--- src/rtl/req_encoder.sv ---
// req_encoder: 8-source request encoder with round-robin arbitration.
// Each request line sets a pending bit. The arbiter picks the next pending
// source at or after the round-robin pointer. The winner is shown as a
// code/valid grant until it is acknowledged or until it times out.
//
// Ports:
//   clock   - rising-edge clock
//   reset   - asynchronous active-low reset
//   req     - request lines, bit k = source k
//   ack     - consumer accepts the current code (ignored while valid=0)
//   err_clr - synchronous clear of the sticky err flag
//   valid   - code is a live grant
//   code    - binary index of the granted source
//   pend    - pending-request register
//   err     - sticky flag: at least one grant timed out

// One pending bit per source. A new request on the retiring edge beats the
// clear, so a source that keeps requesting is never lost.
module req_encoder_lane (
  input  logic clock,
  input  logic reset,
  input  logic req,
  input  logic clr,
  output logic pend
);
  always_ff @(posedge clock or negedge reset)
    if (!reset) pend <= 1'b0;
    else        pend <= (pend & ~clr) | req;
endmodule

module req_encoder #(
  parameter int TIMEOUT = 15,
  parameter int CW      = 4
) (
  input  logic       clock,
  input  logic       reset,
  input  logic [7:0] req,
  input  logic       ack,
  input  logic       err_clr,
  output logic       valid,
  output logic [2:0] code,
  output logic [7:0] pend,
  output logic       err
);
  localparam int NUM_LANES = 8;
  localparam bit TO_EN = (TIMEOUT > 0);
  // Counter value on the final allowed cycle of a grant.
  localparam logic [CW-1:0] TO_LAST = CW'(TO_EN ? TIMEOUT - 1 : 0);

  typedef enum logic {IDLE, PRESENT} state_t;

  state_t         state, state_d;
  logic [2:0]     ptr, ptr_d, code_d, sel, probe;
  logic [CW-1:0]  cnt, cnt_d;
  logic           hit, ack_fire, to_fire, retire, err_d;
  logic [NUM_LANES-1:0] clr_mask;

  // The granted lane is cleared only on the edge where its grant retires.
  req_encoder_lane u_lane [NUM_LANES-1:0] (
    .clock (clock),
    .reset (reset),
    .req   (req),
    .clr   (clr_mask),
    .pend  (pend)
  );

  // Round-robin search. Offsets are scanned from high to low, so the
  // smallest offset from ptr that has a pending bit is the last one
  // assigned and therefore wins.
  always_comb begin
    hit   = |pend;
    sel   = ptr;
    probe = ptr;
    for (int i = NUM_LANES - 1; i >= 0; i--) begin
      probe = ptr + 3'(i);
      if (pend[probe]) sel = probe;
    end
  end

  assign ack_fire = (state == PRESENT) && ack;
  // If ack and timeout land on the same edge, ack takes priority.
  assign to_fire  = TO_EN && (state == PRESENT) && !ack && (cnt == TO_LAST);
  assign retire   = ack_fire || to_fire;
  assign clr_mask = retire ? (NUM_LANES'(1) << code) : '0;
  // A timeout that sets err on the same edge as err_clr keeps err set.
  assign err_d    = to_fire || (err && !err_clr);

  // State register, together with the registered grant context.
  always_ff @(posedge clock or negedge reset)
    if (!reset) begin
      state <= IDLE;
      code  <= '0;
      ptr   <= '0;
      cnt   <= '0;
      err   <= 1'b0;
    end else begin
      state <= state_d;
      code  <= code_d;
      ptr   <= ptr_d;
      cnt   <= cnt_d;
      err   <= err_d;
    end

  // Next-state logic.
  always_comb begin
    state_d = state;
    code_d  = code;
    ptr_d   = ptr;
    cnt_d   = cnt;
    case (state)
      IDLE:
        if (hit) begin
          state_d = PRESENT;
          code_d  = sel;
          cnt_d   = '0;
        end
      PRESENT:
        if (retire) begin
          state_d = IDLE;
          ptr_d   = code + 3'd1;
        end else begin
          cnt_d   = cnt + CW'(1);
        end
      default: state_d = IDLE;
    endcase
  end

  // Output logic.
  always_comb begin
    valid = (state == PRESENT);
  end
endmodule

--- config.mk ---
export PLATFORM = sky130hd
export DESIGN_NAME = req_encoder
export DESIGN_NICKNAME = d
export VERILOG_FILES = /design/src/rtl/req_encoder.sv
export SDC_FILE = /design/constraint.sdc
export NUM_CORES = 1
export LEC_CHECK = 0
export CAP_MARGIN = 20
export CORE_AREA = 3 3 61 63
export DETAILED_ROUTE_END_ITERATION = 8
export DIE_AREA = 0 0 64 66
export GPL_TIMING_DRIVEN = 0
export HOLD_SLACK_MARGIN = 0.15
export PLACE_DENSITY = 0.77
export SYNTH_ARGS = -nofsm -noshare
export SYNTH_HDL_FRONTEND = slang
export SYNTH_SLANG_ARGS = --single-unit
export TNS_END_PERCENT = 1
--- constraint.sdc ---
create_clock -name clock -period 3.7 [get_ports clock]
set_clock_uncertainty 0.1 [all_clocks]
set_input_delay 0.925 -clock clock [delete_from_list [all_inputs] [get_ports clock]]
set_output_delay 0.925 -clock clock [all_outputs]
set_load 0.02 [all_outputs]
* Word level (Yosys, flattened, before mapping)
Cells that the tools add are included.
** Operators by class
- Bitwise operators :: 25
- Equality and inequality tests :: 3
- Reduce and logical (&&, ||, !) cells :: 12
- Add/sub/neg operators :: 9
- Multiplexer cells :: 31
- Magnitude comparators :: 8
- Shift-type cells :: 1
** Operators with widths (number)
- less-than comparator 3 x 4 -> 1 bit, second input constant :: 8
- binary-select mux 1 bit (select 3 bit) :: 8
- two-way mux 3 bit :: 8
- adder 3 bit, second input constant :: 4
- two-way mux 1 bit :: 10
- NOT 1 bit :: 9
- AND 1 bit :: 8
- two-way mux 4 bit :: 2
- two-way mux 8 bit :: 1
- OR 1 bit :: 8
- one-hot mux 4 bit (2 select lines) :: 1
- OR reduction 8 bit :: 1
- << shifter 1 x 3 -> 8 bit, first input constant :: 1
- adder 3 x 1 -> 3 bit, second input constant :: 2
- adder 3 x 2 -> 3 bit, second input constant :: 2
- AND reduction 2 bit :: 3
- adder 4 x 1 -> 4 bit, second input constant :: 1
- == test 4 bit, second input constant :: 1
- logical AND 1 bit :: 4
- inequality test 2 bit, second input constant :: 2
- logical NOT 1 bit :: 2
- logical OR 1 bit :: 2
- one-hot mux 1 bit (2 select lines) :: 1
** Word-level totals
- Output and inout port bits :: 13
- Flip-flop bits (word level) :: 20
- Word-level logic and storage cells :: 102
- Bits of input ports :: 12

* Logic depth before layout (Yosys ltp)
- Depth in word-level cells :: 11
- Mapped depth :: 10
- Mapped depth without buffers :: 8

* Cells and area by module
From an unflattened synthesis, not the netlist that was laid out.
** Unflattened totals
- Cell total of the unflattened synthesis :: 210
- Area total of the unflattened synthesis :: 1930.6 um^2
** Modules (own cells, without submodules)
- req_encoder :: instances 1, area an instance 1640.3 um^2, cells an instance 186, seq. area each 300.3 um^2
- req_encoder_lane :: instances 8, area an instance 36.3 um^2, cells an instance 3, seq. area each 25.0 um^2

* Least setup slack after synthesis
OpenSTA, ideal clock, no wires.
- Path kind :: register to register
- From :: register ptr[1]
- To :: register code[0]
- Path buffers :: 2
- Period minus slack after synthesis :: 2.744 ns
- Required time :: 3.468 ns
- Data arrival time :: 2.512 ns
- Path slack :: 0.956 ns
- Stages on the path, launching flop included :: 10
- Setup time :: 0.132 ns
- Cells stage by stage :: dfrtp_1 -> clkbuf_1 -> clkinv_1 -> ha_1 -> buf_4 -> mux4_2 -> mux2_4 -> o311a_1 -> mux2i_1 -> nand4_1
** Between the ends
- Longest elaborated chain between the ends :: 11
- Elaborated cells on any way between the ends :: 31
- Classes of those cells :: add/sub: 7; mux: 24
** Ends and longest elaborated chain
- start, declared :: RTL line 53 : logic [2:0] ptr, ptr_d, code_d, sel, probe;
- start signal, assigned :: RTL line 99 : ptr <= ptr_d;
- adder 3 bit :: RTL line 75 : probe = ptr + 3'(i);
- binary-select mux 1 bit (select 3 bit) :: RTL line 76 : if (pend[probe]) sel = probe;
- two-way mux 1 bit (not written as such) :: RTL line 76
- two-way mux 3 bit (7 in a row) :: RTL line 76
- two-way mux 3 bit (*) :: RTL line 76
- end signal, assigned :: RTL line 98 : code <= code_d;
- end, declared :: RTL line 41 : output logic [2:0] code,
Every way passes the cells marked *; elsewhere a longest branch is shown, timed or not. The select of a mux whose other input is x is not followed.
A chain may end at the register's enable or synchronous reset.

* Final worst setup path
Ends and elaborated chain as after synthesis.

==> results.toml <==
[worst_hold_path]
hp-class = "flip-flop to flip-flop"

[die]
die_h_um = 66
placementRows = 21
core_um2 = 3284
initial_core_util_pct = 52.95
ios = 25
die_area_um2 = 4224
die-width_um = 64

[pwr]
power_frac_seq_pct = 24.2
power.leakage_nw = 0.8879
internal-power_mw = 0.8262
powerDensity_nw_per_um2 = 722.0
netSwitchingFraction_pct = 45.23
power_frac_comb_pct = 64.0
vdd_ir_drop_max_mv = 0.4663
clockPowerShare_pct = 11.8
switchingPower_mw = 0.6824

[cells_and_area]
most-common-layout-cells = "nand2_1, clkdlybuf4s50_1, dfrtp_1"
nFillCells = 285
layout_commonest_cell = "nand2_1"
nets = 235
layout-area-overhead-vs-synth_pct = 20.14
num_antenna_cells = 0
drive_gt1_share_pct = 11.79

[global_routing]
antenna_found_initial = 0
use_met2_pct = 39.61
gr-total-overflow = 0
met3_usage_pct = 1.190
grt_pass1_wl_mm = 7.072
gr-usage-all-layers_pct = 21.52
grtUsageMet1_pct = 25.81
grt_max_degree = 21
grt-busiest-layer = "met2"
grt_pass1_vias = 1530

[synth]
synthCells = 184
synth-seq-cells = 20
syn_area_um2 = 1739
synth_top_family_by_area = "multiplexers"
yosys.area.top_type_share_pct = 28.78
synthSimpleGateAreaFrac_pct = 15.11
synth_top_area_cell = "dfrtp_1"
yosys_most_used_dff = "dfrtp_1"
ys_top_cells_by_area = "dfrtp_1, mux4_1, ha_1, mux2i_1, nand2_1"
synth_adder_area_share_pct = 7.194
syn-num-nets = 206
muxShareOfSynthArea_pct = 21.80
synth_xor_area_share_pct = 2.014
synth_compound_area_share_pct = 16.26
postSynthAreaPerCell_um2 = 9.452
seq_area_frac_synth_pct = 28.78
synth-edff-count = 0
yosysWarnings = 0
ys_types = 41
async_reset_ff_share_pct = 100.0

[worst_setup_path]
worstPathArrival_ns = 3.23
crit_top_cell = "mux2i_1"
r2r_end = "code[0]"
cp-endpoint = "code[0]"
worst_setup_path_start_kind = "flip-flop"
endpoint_kind = "flip-flop"
max_stage_delay_ns = 0.54
critPathSlowestCell = "mux4_2"
crit_type = "flip-flop to flip-flop"
crit_chain = "clkbuf_1 > clkinv_1 > ha_1 > buf_4 > mux2i_1 > mux4_2 > a211oi_1 > o311a_1 > mux2i_1 > nand4_1"
regToRegSetupSlack_ns = 0.58
crit_start = "ptr[1]"
path_max_fanout = 10
timing.rr.start = "ptr[1]"
worstRegToRegCells = 10
crit_required_ns = 3.80

[clock_tree]
clk_pin_slew_ns = 0.12
numCtsBuffers = 3
cts_max_level = 1
clock_path_buffers = 2
clock-sinks = 20
cts.repair.resized = 0
postCtsHoldBufs = 0
clockRootBuffer = "clkbuf_4"
cts_tree = "done"
insertion_delay_ns = 0.31
post_cts.repair.setup_buffers = 0

[place]
port_buffers = 24
routabilityCongestion = 0.9178
place.detailed.hpwl_mm = 3.171

[sta]
final-hold-violation-count = 0
tightest_slew_ns = 0.8693
finalMaxSlewViolations = 0
setup-violations-final = 0
fmaxAchievable_mhz = 320.1
setup_tns_ns = 0
holdWs_ns = 0.4280
relSlewSlack_pct = 41.86
rsz0062_at_grt = "false"
period_needed_ns = 3.124
post-route-period-util_pct = 84.44

[routing]
firstDrtPassIters = 4
routed_wl_mm = 4.141
post_drt_wl_per_cell_um = 16.05
detail-route-antenna-nets = 0
drtIter0Drc = 79
drc = 0
via_per_inst = 5.787
vias = 1493

[flow_run]
maxCapViolCount = 0

[status]
status = "finished, final reports clean"
area by class of cell:
type | count | area [µm²] | area share, %
Sequential cell | 20 | 500.5 | 23.95
Timing Repair Buffer | 24 | 240.2 | 11.50
Clock inverter | 1 | 30.03 | 1.437
Inverter | 10 | 37.54 | 1.796
Clock buffer | 3 | 22.52 | 1.078
Multi-Input combinational cell | 138 | 1085 | 51.92
Buffer | 16 | 116.4 | 5.569
Tap cell | 46 | 57.56 | 2.754
metrics by stage:
step | std cells | instance area, µm² | util, % | worst slack [ns] | power [mW]
after global routing | 258 | 2090 | 63.62 | 0.3679 | 1.639
after global placement | 254 | 2037 | 62.02 | 0.6289 | 1.302
after floorplan | 184 | 1739 | - | 0.9564 | 1.082
final | 258 | 2090 | 63.62 | 0.5759 | 1.509
after detailed placement | 254 | 2037 | 62.02 | 0.6184 | 1.329
after CTS | 258 | 2090 | 63.62 | 0.5936 | 1.512
critical path, delay by kind of cell (launching register included):
family          cells  cell delay (ns)
compound gates      2             0.44
fa+ha+maj           1             0.42
buf+inv             3             0.74
flops               1             0.36
mux                 3             0.85
simple gates        1             0.10
layer usage:
metal,vias up,wire length [µm]
met5,-,0
met4,0,92
met3,9,103
met2,26,2190
met1,735,1756
li1,723,-
registers in the layout, indices dropped and copies added (netlist names):
register	cells
u_lane.pend	8
ptr	3
code	3
cnt	4
valid	1
err	1
Yosys cell counts, drive strengths merged, types with 2 or more instances:
cell    count
clkbuf      4
a22oi       2
nand4       3
nand3       5
mux2        3
nor3        2
a21o       10
a21oi      12
a211oi      3
xnor2       2
nor4        2
mux4        9
o21ai       5
nor2        8
nand2      27
o31ai       2
mux2i      12
a31oi       4
ha         10
nand2b      2
xor2        2
and3        3
inv         9
dfrtp      20
buf        12
cells by family after synthesis:
logic type	count (synthesis)
flops	20
buf+inv	26
simple gates	57
compound gates	43
xor+xnor	4
fa+ha+maj	10
mux	24
worst min path at each step:
stage	from	endpoint	slack [ns]	cells after the start
final	cnt[3]	cnt[3]	0.43	1
after global routing	cnt[3]	cnt[3]	0.47	1
after CTS	cnt[3]	cnt[3]	0.43	1
after detailed placement	cnt[3]	cnt[3]	0.40	1
after global placement	cnt[3]	cnt[3]	0.39	1
after floorplan	cnt[3]	cnt[3]	0.37	1
power groups by stage:
stage / clock network [mW] / logic, mW / registers [mW]
2_1_floorplan: 0 / 0.715 / 0.367
3_5_place_dp: 0 / 0.960 / 0.369
5_1_grt: 0.191 / 1.07 / 0.378
3_3_place_gp: 0 / 0.939 / 0.362
4_1_cts: 0.182 / 0.965 / 0.365
6_report: 0.178 / 0.966 / 0.365
Note: power is estimated with default switching activity, not from simulation.
==> patch 1: new RTL, config.mk and constraints unchanged <==
Reset style: synchronous (`reset`), changed in 2 clocked blocks. Comments in the files are not updated.
--- a/src/rtl/req_encoder.sv
+++ b/src/rtl/req_encoder.sv
@@ -24,5 +24,5 @@
   output logic pend
 );
-  always_ff @(posedge clock or negedge reset)
+  always_ff @(posedge clock)
     if (!reset) pend <= 1'b0;
     else        pend <= (pend & ~clr) | req;
@@ -87,5 +87,5 @@
 
   // State register, together with the registered grant context.
-  always_ff @(posedge clock or negedge reset)
+  always_ff @(posedge clock)
     if (!reset) begin
       state <= IDLE;
Formal check against the unedited RTL: differs if reset is asserted again (counterexample within 4 cycles, from zero or initial values and one cycle with reset low); with reset held inactive, the same outputs for 10 cycles.
==> patch 1 against the original RTL <==
Wire length up 21%. Via count is 21% higher. Setup slack got worse by 0.10 ns. Cell area is 10% higher. Count of clock-buffer cells in the layout grew 1. Area after synthesis is 14% higher. Sequential cell count unchanged.
Power is not compared: it rests on default switching activity, and its combinational part moved more than twofold at a synthesized area within 25%.
==> patch 1: results (changes against the original RTL) <==
run_status: "finished clean"
layout.non_clock_inverters: 9  # -1
grt_usage: 0.257  # +0.0422
sequential_area_share_after_synthesis: 0.203  # -0.0850
synth_xor_xnor_area_share: 0.0177  # -0.00240
synth.lib_cells_used.distinct: 46  # +12%
grt_pass1_vias: 1712  # +12%
synth_async_sr_flop_share: 0  # -1.00
synth_commonest_cells: "sky130_fd_sc_hd__nand2_1, sky130_fd_sc_hd__dfxtp_1, sky130_fd_sc_hd__mux2i_1, sky130_fd_sc_hd__a21oi_1, sky130_fd_sc_hd__mux4_2"
dpl_worst_slack_ns: 0.526  # -0.0923 ns
via_per_inst: 5.92  # +2.4%
layout.buffer.nonclock.area_share: 0.175  # +0.00387
post_synth_main_area_contributors: "sky130_fd_sc_hd__dfxtp_1, sky130_fd_sc_hd__mux4_2, sky130_fd_sc_hd__mux2i_1"
grt_pass1_wl_mm: 8.51  # +20%
seq_area_frac: 0.173  # -0.0661
gp_weighted_congestion: 0.815  # -11%
synthesis.nets: 252  # +22%
met3WireLength_um: 270  # +160%
dp_hpwl_mm: 3.81  # +20%
final_layout_size_suffix_gt1_frac: 0.159  # +0.0410
max_stage_delay_ns: 0.56  # +0.02 ns
nMultiInputCombCells: 174  # +26%
seq_cells: 20  # unchanged
route.met2.wl_mm: 2.50  # +14%
clockBufferCount: 4  # +1
yosys-mux-area-fraction: 0.258  # +0.0399
postRouteWirelength_mm: 5.03  # +21%
final_net_count: 281  # +20%
global_route_met2_usage: 0.418  # +0.0219
post_synth_fa_ha_maj_area_fraction: 0.0634  # -0.00857
worst_slew_pin_slew_ns: 0.553  # -0.317 ns
synth-compound-area-share: 0.177  # +0.0148
fill_cells: 289  # +1.4%
timing.critical_path.fanout_max: 10  # unchanged
grt.met1_usage: 0.364  # +0.106
global_route.usage.met3: 0.0238  # +0.0119
synth_top_flop_cell: "sky130_fd_sc_hd__dfxtp_1"
drt_first_pass_iters: 4  # unchanged
final.signal_buffer_count: 51  # +28%
largest_net_degree_at_the_start_of_global_routing: 12  # -43%
multiInputGateArea_mm2: 0.00138  # +27%
number_of_violations_reported_at_the_end_of_detailed_routing_iteration_0: 177  # +120%
## patch 1: final timing paths
kind	cells after the start	slack (ns)	to	startpoint
max	9	0.47	code[1]$_SDFFE_PN0P_	ptr[1]$_SDFFE_PN0P_
min	1	0.35	cnt[3]$_SDFFE_PN0P_	cnt[3]$_SDFFE_PN0P_
max reg2reg	9	0.47	code[1]$_SDFFE_PN0P_	ptr[1]$_SDFFE_PN0P_
min reg2reg	1	0.35	cnt[3]$_SDFFE_PN0P_	cnt[3]$_SDFFE_PN0P_
## patch 1: metrics by stage
step	instance area, um2	instances	utilization	total power (W)	hold WS (ns)
3_3_place_gp	2270	300	0.692	0.000680	0.334
3_5_place_dp	2270	300	0.692	0.000686	0.332
2_1_floorplan	1970	230	-	0.000573	0.314
4_1_cts	2310	304	0.703	0.000815	0.350
6_report	2310	304	0.703	0.000818	0.352
5_1_grt	2310	304	0.703	0.000874	0.382
==> patch 2: new RTL, config.mk and constraints unchanged <==
Without the edit above. Change the parameter `CW` from 4 to 5.
--- a/src/rtl/req_encoder.sv
+++ b/src/rtl/req_encoder.sv
@@ -31,5 +31,5 @@
 module req_encoder #(
   parameter int TIMEOUT = 15,
-  parameter int CW      = 4
+  parameter int CW      = 5
 ) (
   input  logic       clock,
Behaviour: no difference found for any inputs over 10 cycles, from zero or initial values and one cycle with reset low; that may be too few to reach the edited logic, so the function may still have changed.
==> patch 2 against the original RTL <==
Count of clock-buffer cells in the layout unchanged. Setup slack lost 0.22 ns. Wire length is 1.4% higher. Sequential cell count rose by 1. Core utilization is 1.7 points higher. Area after synthesis grew 4.7%. Cell area is 2.7% higher. Power rose by 0.59%. Clock power down 34%. Largest cell class unchanged.
==> patch 2: results (changes against the original RTL) <==
dp_hpwl_mm: 3.26  # +2.9%
placedInstanceArea_mm2: 0.00212  # +4.0%
arrival_ns: 3.45  # +0.22 ns
via_per_inst: 5.90  # +2.0%
reg2reg_depth: 11  # +1
largest_net_degree_at_the_start_of_global_routing: 22  # +4.8%
gp_weighted_congestion: 0.918  # about the same
reg2reg_setup_slack_ns: 0.36  # -0.22 ns
max_stage_delay_ns: 0.59  # +0.05 ns
power.leakage_nw: 0.900  # +1.4%
run_status: "finished clean"
grt_pass1_wl_mm: 7.30  # +3.2%
vdd.ir_drop.worst_uv: 326  # -30%
place.detailed.instances: 258  # +1.6%
number_of_violations_reported_at_the_end_of_detailed_routing_iteration_0: 84  # +6.3%
synthesis.nets: 210  # +1.9%
grt_pass1_vias: 1604  # +4.8%
final_net_count: 239  # +1.7%
final_layout_size_suffix_gt1_frac: 0.139  # +0.0210
postRouteWirelength_mm: 4.20  # +1.4%
num_vias: 1547  # +3.6%
whs_ns: 0.454  # +0.0258 ns
synth_commonest_cells: "sky130_fd_sc_hd__nand2_1, sky130_fd_sc_hd__dfrtp_1, sky130_fd_sc_hd__inv_1, sky130_fd_sc_hd__nor2_1"
syn_inst: 188  # +2.2%
whs_path_depth: 2  # +1
patch 2: cells by family after synthesis:
logic type | Yosys count | synth area share
AOI/OAI and AO/OA | 48 | 0.189
xor gates and xnor gates | 6 | 0.0289
adders and majority gates | 10 | 0.0687
buffers and inverters | 27 | 0.0825
DFF | 21 | 0.289
muxes | 24 | 0.213
and+or+nand+nor | 52 | 0.129
patch 2: worst max path at each step:
stage	end	slack, ns
2_1_floorplan	code[0]$_DFFE_PN0P_	0.92
3_3_place_gp	code[0]$_DFFE_PN0P_	0.52
3_5_place_dp	code[0]$_DFFE_PN0P_	0.39
4_1_cts	code[0]$_DFFE_PN0P_	0.37
5_1_grt	code[0]$_DFFE_PN0P_	0.16
6_report	code[0]$_DFFE_PN0P_	0.36
patch 2: report_power, final:
| part | switching [W] | internal (W) |
|---|---|---|
| registers | 0.000102 | 0.000297 |
| clock network | 0.0000778 | 0.0000405 |
| logic | 0.000532 | 0.000468 |
| total | 0.000712 | 0.000805 |
patch 2: metal layers:
metal  wire length [um]  global-route usage  vias to the layer above
li1                   -                   -                      735
met3                136              0.0289                       13
met4                 89              0.0809                        0
met1               1910               0.274                      762
met2               2070               0.391                       37
met5                  0                   0                        -
patch 2: worst max-delay path, delay by kind of cell (launching register included):
| family | cells | cell delay [ns] |
|---|---|---|
| DFF | 1 | 0.38 |
| buffers and inverters | 4 | 1.00 |
| adders and majority gates | 1 | 0.29 |
| xor gates and xnor gates | 1 | 0.16 |
| AOI/OAI and AO/OA | 2 | 0.32 |
| muxes | 2 | 0.90 |
| and+or+nand+nor | 1 | 0.09 |
patch 2: cell type report:
cell class                 count  area [um2]
tap                           46        57.6
fill                         289        1140
timing repair buffer          24         240
multi-input combinational    140        1140
inverter                      12        45.0
sequential                    21         526
clock inverter                 1        5.00
buffer                        15         105
clock buffer                   3        22.5
